[src/rtl/vector_cond_sequencer_pkg.sv]
// Shared types and constants for the condition/vector-lane sequencer.
package vec_ctrl_pkg;

    typedef enum logic [3:0] {
        COND_EQ = 4'b0000,
        COND_NE = 4'b0001,
        COND_CS = 4'b0010,
        COND_CC = 4'b0011,
        COND_MI = 4'b0100,
        COND_PL = 4'b0101,
        COND_VS = 4'b0110,
        COND_VC = 4'b0111,
        COND_HI = 4'b1000,
        COND_LS = 4'b1001,
        COND_GE = 4'b1010,
        COND_LT = 4'b1011,
        COND_GT = 4'b1100,
        COND_LE = 4'b1101,
        COND_AL = 4'b1110,
        COND_NV = 4'b1111
    } cond_e;

    typedef enum logic {
        IDLE = 1'b0,
        RUN  = 1'b1
    } state_e;

    localparam int N_IDX = 3;
    localparam int Z_IDX = 2;
    localparam int C_IDX = 1;
    localparam int V_IDX = 0;

    // Lane index needs at least one bit even for a single-lane build.
    function automatic int lane_width(input int lanes);
        return (lanes > 1) ? $clog2(lanes) : 1;
    endfunction

endpackage

[src/rtl/vector_cond_sequencer_if.sv]
// Decoder-side control bundle: decoded strobes in, gated enables and status out.
interface vector_cond_sequencer_if #(
    parameter int LANES = 4
);
    localparam int LANE_W = vec_ctrl_pkg::lane_width(LANES);

    logic              Valid;
    logic              VecOp;
    logic [3:0]        Cond;
    logic [3:0]        ALUFlags;
    logic [1:0]        FlagW;
    logic              RegW;
    logic              MemW;
    logic              PCS;
    logic              RegWrite;
    logic              MemWrite;
    logic              PCSrc;
    logic [LANE_W-1:0] Lane;
    logic              Stall;
    logic              Busy;
    logic [3:0]        Flags;

    modport master (
        output Valid, VecOp, Cond, ALUFlags, FlagW, RegW, MemW, PCS,
        input  RegWrite, MemWrite, PCSrc, Lane, Stall, Busy, Flags
    );

    modport slave (
        input  Valid, VecOp, Cond, ALUFlags, FlagW, RegW, MemW, PCS,
        output RegWrite, MemWrite, PCSrc, Lane, Stall, Busy, Flags
    );

endinterface

[src/rtl/vector_cond_sequencer_cond_check.sv]
// Combinational ARM condition evaluation against the architectural NZCV flags.
module cond_check
    import vec_ctrl_pkg::*;
(
    input  logic [3:0] cond,
    input  logic [3:0] flags,
    output logic       cond_ex
);

    logic n, z, c, v;

    assign n = flags[N_IDX];
    assign z = flags[Z_IDX];
    assign c = flags[C_IDX];
    assign v = flags[V_IDX];

    always_comb begin
        cond_ex = 1'b0;
        case (cond_e'(cond))
            COND_EQ: cond_ex = z;
            COND_NE: cond_ex = !z;
            COND_CS: cond_ex = c;
            COND_CC: cond_ex = !c;
            COND_MI: cond_ex = n;
            COND_PL: cond_ex = !n;
            COND_VS: cond_ex = v;
            COND_VC: cond_ex = !v;
            COND_HI: cond_ex = c && !z;
            COND_LS: cond_ex = !c || z;
            COND_GE: cond_ex = (n == v);
            COND_LT: cond_ex = (n != v);
            COND_GT: cond_ex = !z && (n == v);
            COND_LE: cond_ex = z || (n != v);
            COND_AL: cond_ex = 1'b1;
            COND_NV: cond_ex = 1'b1;
            default: cond_ex = 1'b0;
        endcase
    end

endmodule

[src/rtl/vector_cond_sequencer.sv]
// Condition-gates decoder write strobes, owns NZCV, and walks vector ops one lane per cycle.
module vector_cond_sequencer
    import vec_ctrl_pkg::*;
#(
    parameter int LANES = 4
) (
    input logic                    clk,
    input logic                    rst_n,
    vector_cond_sequencer_if.slave bus
);

    localparam int LANE_W = lane_width(LANES);
    localparam logic [LANE_W-1:0] LAST_LANE = LANE_W'(LANES - 1);

    state_e            state_q, state_d;
    logic [LANE_W-1:0] cnt_q, cnt_d;
    logic [3:0]        flags_q, flags_d;
    logic              condex_lat, regw_lat, memw_lat;
    logic [1:0]        flagw_lat;
    logic              lat_load;
    logic              cond_ex;
    logic              last_lane;
    logic              regwrite, memwrite, pcsrc, stall, busy;

    function automatic logic [3:0] flag_update(
        input logic [3:0] cur,
        input logic [3:0] alu,
        input logic [1:0] fw,
        input logic       en
    );
        logic [3:0] nxt;
        nxt = cur;
        if (en && fw[1]) begin
            nxt[N_IDX] = alu[N_IDX];
            nxt[Z_IDX] = alu[Z_IDX];
        end
        if (en && fw[0]) begin
            nxt[C_IDX] = alu[C_IDX];
            nxt[V_IDX] = alu[V_IDX];
        end
        return nxt;
    endfunction

    cond_check u_cond_check (
        .cond    (bus.Cond),
        .flags   (flags_q),
        .cond_ex (cond_ex)
    );

    assign last_lane = (cnt_q == LAST_LANE);

    always_comb begin
        state_d  = state_q;
        cnt_d    = cnt_q;
        flags_d  = flags_q;
        lat_load = 1'b0;
        regwrite = 1'b0;
        memwrite = 1'b0;
        pcsrc    = 1'b0;
        stall    = 1'b0;
        busy     = 1'b0;
        case (state_q)
            IDLE: begin
                if (bus.Valid) begin
                    regwrite = bus.RegW & cond_ex;
                    memwrite = bus.MemW & cond_ex;
                    if (!bus.VecOp) begin
                        pcsrc   = bus.PCS & cond_ex;
                        flags_d = flag_update(flags_q, bus.ALUFlags, bus.FlagW, cond_ex);
                    end else if (LANES > 1) begin
                        // Lane 0 issues now; later lanes replay the captured controls.
                        stall    = 1'b1;
                        lat_load = 1'b1;
                        state_d  = RUN;
                        cnt_d    = LANE_W'(1);
                    end else begin
                        flags_d = flag_update(flags_q, bus.ALUFlags, bus.FlagW, cond_ex);
                    end
                end
            end
            RUN: begin
                busy     = 1'b1;
                regwrite = regw_lat & condex_lat;
                memwrite = memw_lat & condex_lat;
                stall    = !last_lane;
                if (last_lane) begin
                    // Only the final lane's ALU flags are architecturally visible.
                    flags_d = flag_update(flags_q, bus.ALUFlags, flagw_lat, condex_lat);
                    state_d = IDLE;
                    cnt_d   = '0;
                end else begin
                    cnt_d = cnt_q + LANE_W'(1);
                end
            end
            default: begin
                state_d = IDLE;
                cnt_d   = '0;
            end
        endcase
    end

    always_ff @(posedge clk or negedge rst_n) begin
        if (!rst_n) begin
            state_q <= IDLE;
            cnt_q   <= '0;
        end else begin
            state_q <= state_d;
            cnt_q   <= cnt_d;
        end
    end

    always_ff @(posedge clk or negedge rst_n) begin
        if (!rst_n) begin
            flags_q    <= 4'b0000;
            condex_lat <= 1'b0;
            regw_lat   <= 1'b0;
            memw_lat   <= 1'b0;
            flagw_lat  <= 2'b00;
        end else begin
            flags_q <= flags_d;
            if (lat_load) begin
                condex_lat <= cond_ex;
                regw_lat   <= bus.RegW;
                memw_lat   <= bus.MemW;
                flagw_lat  <= bus.FlagW;
            end
        end
    end

    // Combinational strobes are forced low while reset is held.
    assign bus.RegWrite = rst_n & regwrite;
    assign bus.MemWrite = rst_n & memwrite;
    assign bus.PCSrc    = rst_n & pcsrc;
    assign bus.Stall    = rst_n & stall;
    assign bus.Busy     = rst_n & busy;
    assign bus.Lane     = cnt_q;
    assign bus.Flags    = flags_q;

endmodule

[src/flat_wrapper.sv]
// flat-port wrapper written by rule: the top's interface ports become plain ports
module vector_cond_sequencer_flat import vec_ctrl_pkg::*;
#(
    parameter int LANES = 4
)
  (clk, rst_n, bus_Valid, bus_VecOp, bus_Cond, bus_ALUFlags, bus_FlagW, bus_RegW, bus_MemW, bus_PCS, bus_RegWrite, bus_MemWrite, bus_PCSrc, bus_Lane, bus_Stall, bus_Busy, bus_Flags);
  vector_cond_sequencer_if #(.LANES(LANES)) bus_i ();
  input logic clk;
  input logic rst_n;
  input wire logic [$bits(bus_i.Valid)-1:0] bus_Valid;
  input wire logic [$bits(bus_i.VecOp)-1:0] bus_VecOp;
  input wire logic [$bits(bus_i.Cond)-1:0] bus_Cond;
  input wire logic [$bits(bus_i.ALUFlags)-1:0] bus_ALUFlags;
  input wire logic [$bits(bus_i.FlagW)-1:0] bus_FlagW;
  input wire logic [$bits(bus_i.RegW)-1:0] bus_RegW;
  input wire logic [$bits(bus_i.MemW)-1:0] bus_MemW;
  input wire logic [$bits(bus_i.PCS)-1:0] bus_PCS;
  output wire logic [$bits(bus_i.RegWrite)-1:0] bus_RegWrite;
  output wire logic [$bits(bus_i.MemWrite)-1:0] bus_MemWrite;
  output wire logic [$bits(bus_i.PCSrc)-1:0] bus_PCSrc;
  output wire logic [$bits(bus_i.Lane)-1:0] bus_Lane;
  output wire logic [$bits(bus_i.Stall)-1:0] bus_Stall;
  output wire logic [$bits(bus_i.Busy)-1:0] bus_Busy;
  output wire logic [$bits(bus_i.Flags)-1:0] bus_Flags;
  assign bus_i.Valid = bus_Valid;
  assign bus_i.VecOp = bus_VecOp;
  assign bus_i.Cond = bus_Cond;
  assign bus_i.ALUFlags = bus_ALUFlags;
  assign bus_i.FlagW = bus_FlagW;
  assign bus_i.RegW = bus_RegW;
  assign bus_i.MemW = bus_MemW;
  assign bus_i.PCS = bus_PCS;
  assign bus_RegWrite = bus_i.RegWrite;
  assign bus_MemWrite = bus_i.MemWrite;
  assign bus_PCSrc = bus_i.PCSrc;
  assign bus_Lane = bus_i.Lane;
  assign bus_Stall = bus_i.Stall;
  assign bus_Busy = bus_i.Busy;
  assign bus_Flags = bus_i.Flags;
  vector_cond_sequencer #(.LANES(LANES)) u_core (.clk(clk), .rst_n(rst_n), .bus(bus_i));
endmodule
[config.mk]
export PLATFORM = sky130hd
export DESIGN_NAME = vector_cond_sequencer_flat
export DESIGN_NICKNAME = d
export VERILOG_FILES = /design/src/rtl/vector_cond_sequencer_pkg.sv /design/src/rtl/vector_cond_sequencer_if.sv /design/src/rtl/vector_cond_sequencer_cond_check.sv /design/src/rtl/vector_cond_sequencer.sv /design/src/flat_wrapper.sv
export SDC_FILE = /design/constraint.sdc
export NUM_CORES = 1
export LEC_CHECK = 0
export BUFFER_PORTS_ARGS = -buffer_cell sky130_fd_sc_hd__buf_2
export CAP_MARGIN = 20
export CORE_MARGIN = 8
export CORE_UTILIZATION = 43
export DETAILED_ROUTE_END_ITERATION = 8
export PLACE_DENSITY = 0.76
export SYNTH_ARGS = -nofsm -noshare
export SYNTH_HDL_FRONTEND = slang
export SYNTH_HIERARCHICAL = 1
export SYNTH_SLANG_ARGS = --single-unit
[constraint.sdc]
create_clock -name clk -period 1.95 [get_ports clk]
set_input_delay 0.195 -clock clk [delete_from_list [all_inputs] [get_ports clk]]
set_output_delay 0.195 -clock clk [all_outputs]
set_load 0.005 [all_outputs]
==> summary.txt <==
Synthesis
  – Post-synth cell types: 34
  – Mapped Nets: 94
  – Cells after Synth: 76
  – Sequential share of the synthesized area: 0.384
  – Top cells by area, synth: dfrtp_1 38%, mux2_2 13%, xnor2_1 3.4%
  – Area leader, netlist: dfrtp_1
  – Post-Synthesis Cell Area: 782 um2
  – Top cell type's share of synthesized area: 0.384
  – Mapped Avg Cell Area: ~10 um2
  – Yosys reg bits: 12
  – Ys Warns: 6

Timing
  – PnR worst setup slack: -0.455 ns
  – Final setup fails: 7
  – Relative slew slack: 0.631
  – Final hold viol count: 0
  – Period utilisation layout: 1.23
  – RSZ-0062 raised after global routing: true
  – Skew final: 0.0118 ns
  – Fin. max-slew vios: 0
  – Worst-Margin Slew: roughly 0.55 ns
  – Max Freq: between 400 and 500 MHz
  – Sum of negative setup slack: -2.53 ns
  – Clock period minus worst slack: around 2.4 ns

Floorplanning
  – Die width: approximately 60 um
  – Num rows: 15
  – Io pins: 28
  – Die area: between 3000 and 4000 um2
  – Initial Util: 0.453
  – Total core area: 1730 um2
  – Die H: approximately 59 um

Worst setup path
  – Kind of cell adding the most delay to the critical path: simple AND/OR/NAND/NOR gates
  – Reg2reg start: u_core/bus.Flags[3]
  – Highest fanout seen on the critical path: 3
  – Flop2flop setup slack: -0.31 ns
  – Worst path slowest cell: dfrtp_1
  – Crit Path Category: flop to output pin
  – Reg2reg path depth: 10
  – Crit path required time: between 1.5 and 2 ns
  – Buf+Inv Stages, Crit Path: 2
  – Arr. time, crit path: roughly 2.2 ns
  – Crit start category: flop
  – Worst setup EP type: output pin
  – CP peak stage delay: about 0.43 ns
  – R2R Path End: u_core/bus.Flags[2]
  – Worst-path cell chain: xor2_1, or4_1, nand2_1, a22oi_1, o21ai_1, buf_4, and4bb_2, and3_4, buf_6

Cells and area
  – # diodes: 0
  – NumNets Final: 138
  – Area of the multi-input gates: about 500 um2
  – Area growth, synth to finish: 45.8%
  – Share of cells above drive strength 1: 0.563
  – Design area: ~1100 um2
  – Final core utilization: 0.660
  – Storage cell area: 302 um2
  – Filler cells: 160

CTS
  – # clock sinks: 12
  – CTS clock-pin slew for the worst setup and hold paths: 0.09 ns
  – Worst-Skew Late Latency: 0.29 ns
  – CTS tree: yes
  – Clock buffer count from CTS: 3
  – Root Driver: clkbuf_4
  – H-tree Lvls: 1
  – CTS Buffer Depth: 2

GRT
  – First-pass GRT wire length: around 3800 um
  – Largest net degree at the start of global routing: 13
  – Remaining global-route overflow: 0
  – Antenna violations before repair: 0
  – Global Route Usage Sum: 0.145
  – Vias in the first global route: just over 800

Power and ir drop
  – Pleak: 0.565 nW
  – Peak VDD IR: 0.895 mV
  – PnR Total Power: between 1 and 1.5 mW
  – Pwr per Cell Area: about 1300 nW/um2

Drt
  – Post-route antenna net violation count: 0
  – Vias per std cell: ~5.4
  – First DRT Iteration DRCs: 23
  – Remaining DRCs: 0
  – Vias: 772
  – Router iterations before antenna repair: 4
  – WL final: 2390 um
  – WL/cell: about 17 um

Run status
  – Status: finished, violations left
  – Failing checks: negative setup slack

Run
  – Max Cap Violations: 0

Place
  – Pre-CTS setup slack: -0.156 ns
  – Global placement routability congestion: 0.829
  – I/O Buffers: 27
  – Cell area after placement: slightly below 1000 um2
  – Hpwl dp: between 1500 and 2000 um

Hold path
  – Worst Hold Path EP: u_core/bus.Flags[3]
  – Hold Path Cell Cnt: 2
  – Worst hold-check path type: input pin to flop
  – HP Start: bus_ALUFlags[3]
==> synth_stat cells <==
| master | number |
|---|---|
| dfrtp_1 | 12 |
| mux2_2 | 9 |
| a21oi_1 | 5 |
| nand2_1 | 5 |
| nor2_1 | 4 |
| nor2b_1 | 4 |
| o21ai_0 | 3 |
| xnor2_1 | 3 |
| a21oi_2 | 2 |
| a32oi_1 | 2 |
| and2_1 | 2 |
| and3b_1 | 2 |
| and4_1 | 2 |
| a221o_2 | 1 |
| a22oi_1 | 1 |
| a22oi_2 | 1 |
| a311oi_1 | 1 |
| and2b_1 | 1 |
| and3_1 | 1 |
| and3_2 | 1 |
| and3b_2 | 1 |
| and4bb_2 | 1 |
| buf_4 | 1 |
| buf_6 | 1 |
| clkbuf_2 | 1 |
| ha_1 | 1 |
| inv_1 | 1 |
| inv_2 | 1 |
| nand2b_1 | 1 |
| nand3b_2 | 1 |
| o21ai_1 | 1 |
| o22ai_1 | 1 |
| or4_1 | 1 |
| xor2_1 | 1 |
==> layer usage <==
metal | vias up | track usage | part of all wire
met3 | 7 | 0.0370 | 0.046
met5 | - | 0 | 0
met2 | 18 | 0.252 | 0.53
met1 | 383 | 0.155 | 0.41
li1 | 364 | - | -
met4 | 0 | 0.0819 | 0.022
==> sequential cells by signal, indices dropped and copies added (netlist names) <==
name               flops
u_core/bus.Flags       4
u_core/bus.Lane        2
u_core/flagw_lat       2
u_core/condex_lat      1
u_core/memw_lat        1
u_core/regw_lat        1
u_core/state_q         1
==> cell type report <==
type / count / share of cell area
multi-input combinational: 59 / 0.447
sequential: 12 / 0.265
timing repair buffer: 42 / 0.232
tap: 25 / 0.0274
clock buffer: 4 / 0.0231
inverter: 2 / 0.00659
==> timing repair <==
item                                    in CTS  in global routing
gates resized for setup                     12                  5
gates cloned                                 0                  0
pin swaps                                   10                  6
setup buffers                                5                  2
endpoints found under the hold margin       12                  0
hold buffers                                 1                  0
endpoints found under the setup margin       7                  7
==> placed cells by master (no fill, tap or decap), types with 2 or more instances in the layout <==
| cell type | count |
|---|---|
| a32oi_1 | 2 |
| nor2b_1 | 3 |
| mux2_2 | 5 |
| a21oi_4 | 2 |
| xnor2_1 | 2 |
| nor2_1 | 4 |
| buf_6 | 3 |
| and4_1 | 2 |
| mux2_4 | 4 |
| and3b_1 | 2 |
| a21oi_1 | 4 |
| nand2_1 | 5 |
| o21ai_0 | 2 |
| and2_1 | 2 |
| buf_4 | 12 |
| o21ai_1 | 2 |
| dfrtp_1 | 11 |
| clkbuf_4 | 3 |
| buf_2 | 26 |
==> worst max-delay path by stage <==
stage	slack, ns	to	startpoint	cells after the start
after floorplan	0.01	u_core/bus.Flags[3]	u_core/bus.Flags[3]	8
after global placement	-0.12	u_core/bus.Flags[0]	u_core/bus.Flags[3]	8
after detailed placement	-0.16	u_core/bus.Flags[0]	u_core/bus.Flags[3]	8
after CTS	-0.40	bus_RegWrite	u_core/bus.Flags[0]	10
after global routing	-0.55	bus_PCSrc	u_core/bus.Flags[0]	9
final	-0.46	bus_PCSrc	u_core/bus.Flags[0]	9
==> power breakdown <==
group	switching (mW)	leakage [nW]	internal [mW]
clock	0.0915	0.0150	0.0795
sequential	0.143	0.142	0.377
combinational	0.315	0.408	0.480
==> stage by stage <==
step / hold slack [ns] / std cells
6_report: 0.135 / 144
5_1_grt: 0.146 / 144
4_1_cts: 0.131 / 143
3_5_place_dp: 0.103 / 133
3_3_place_gp: 0.102 / 133
2_1_floorplan: -0.101 / 76
==> cell families after synthesis <==
family | Yosys count | synth area share
buf+inv | 5 | 0.0400
xor+xnor | 4 | 0.0448
simple gates | 27 | 0.224
compound gates | 18 | 0.162
flops | 12 | 0.384
mux | 9 | 0.130
fa+ha+maj | 1 | 0.0160
Power figures use the tool's default switching activity.
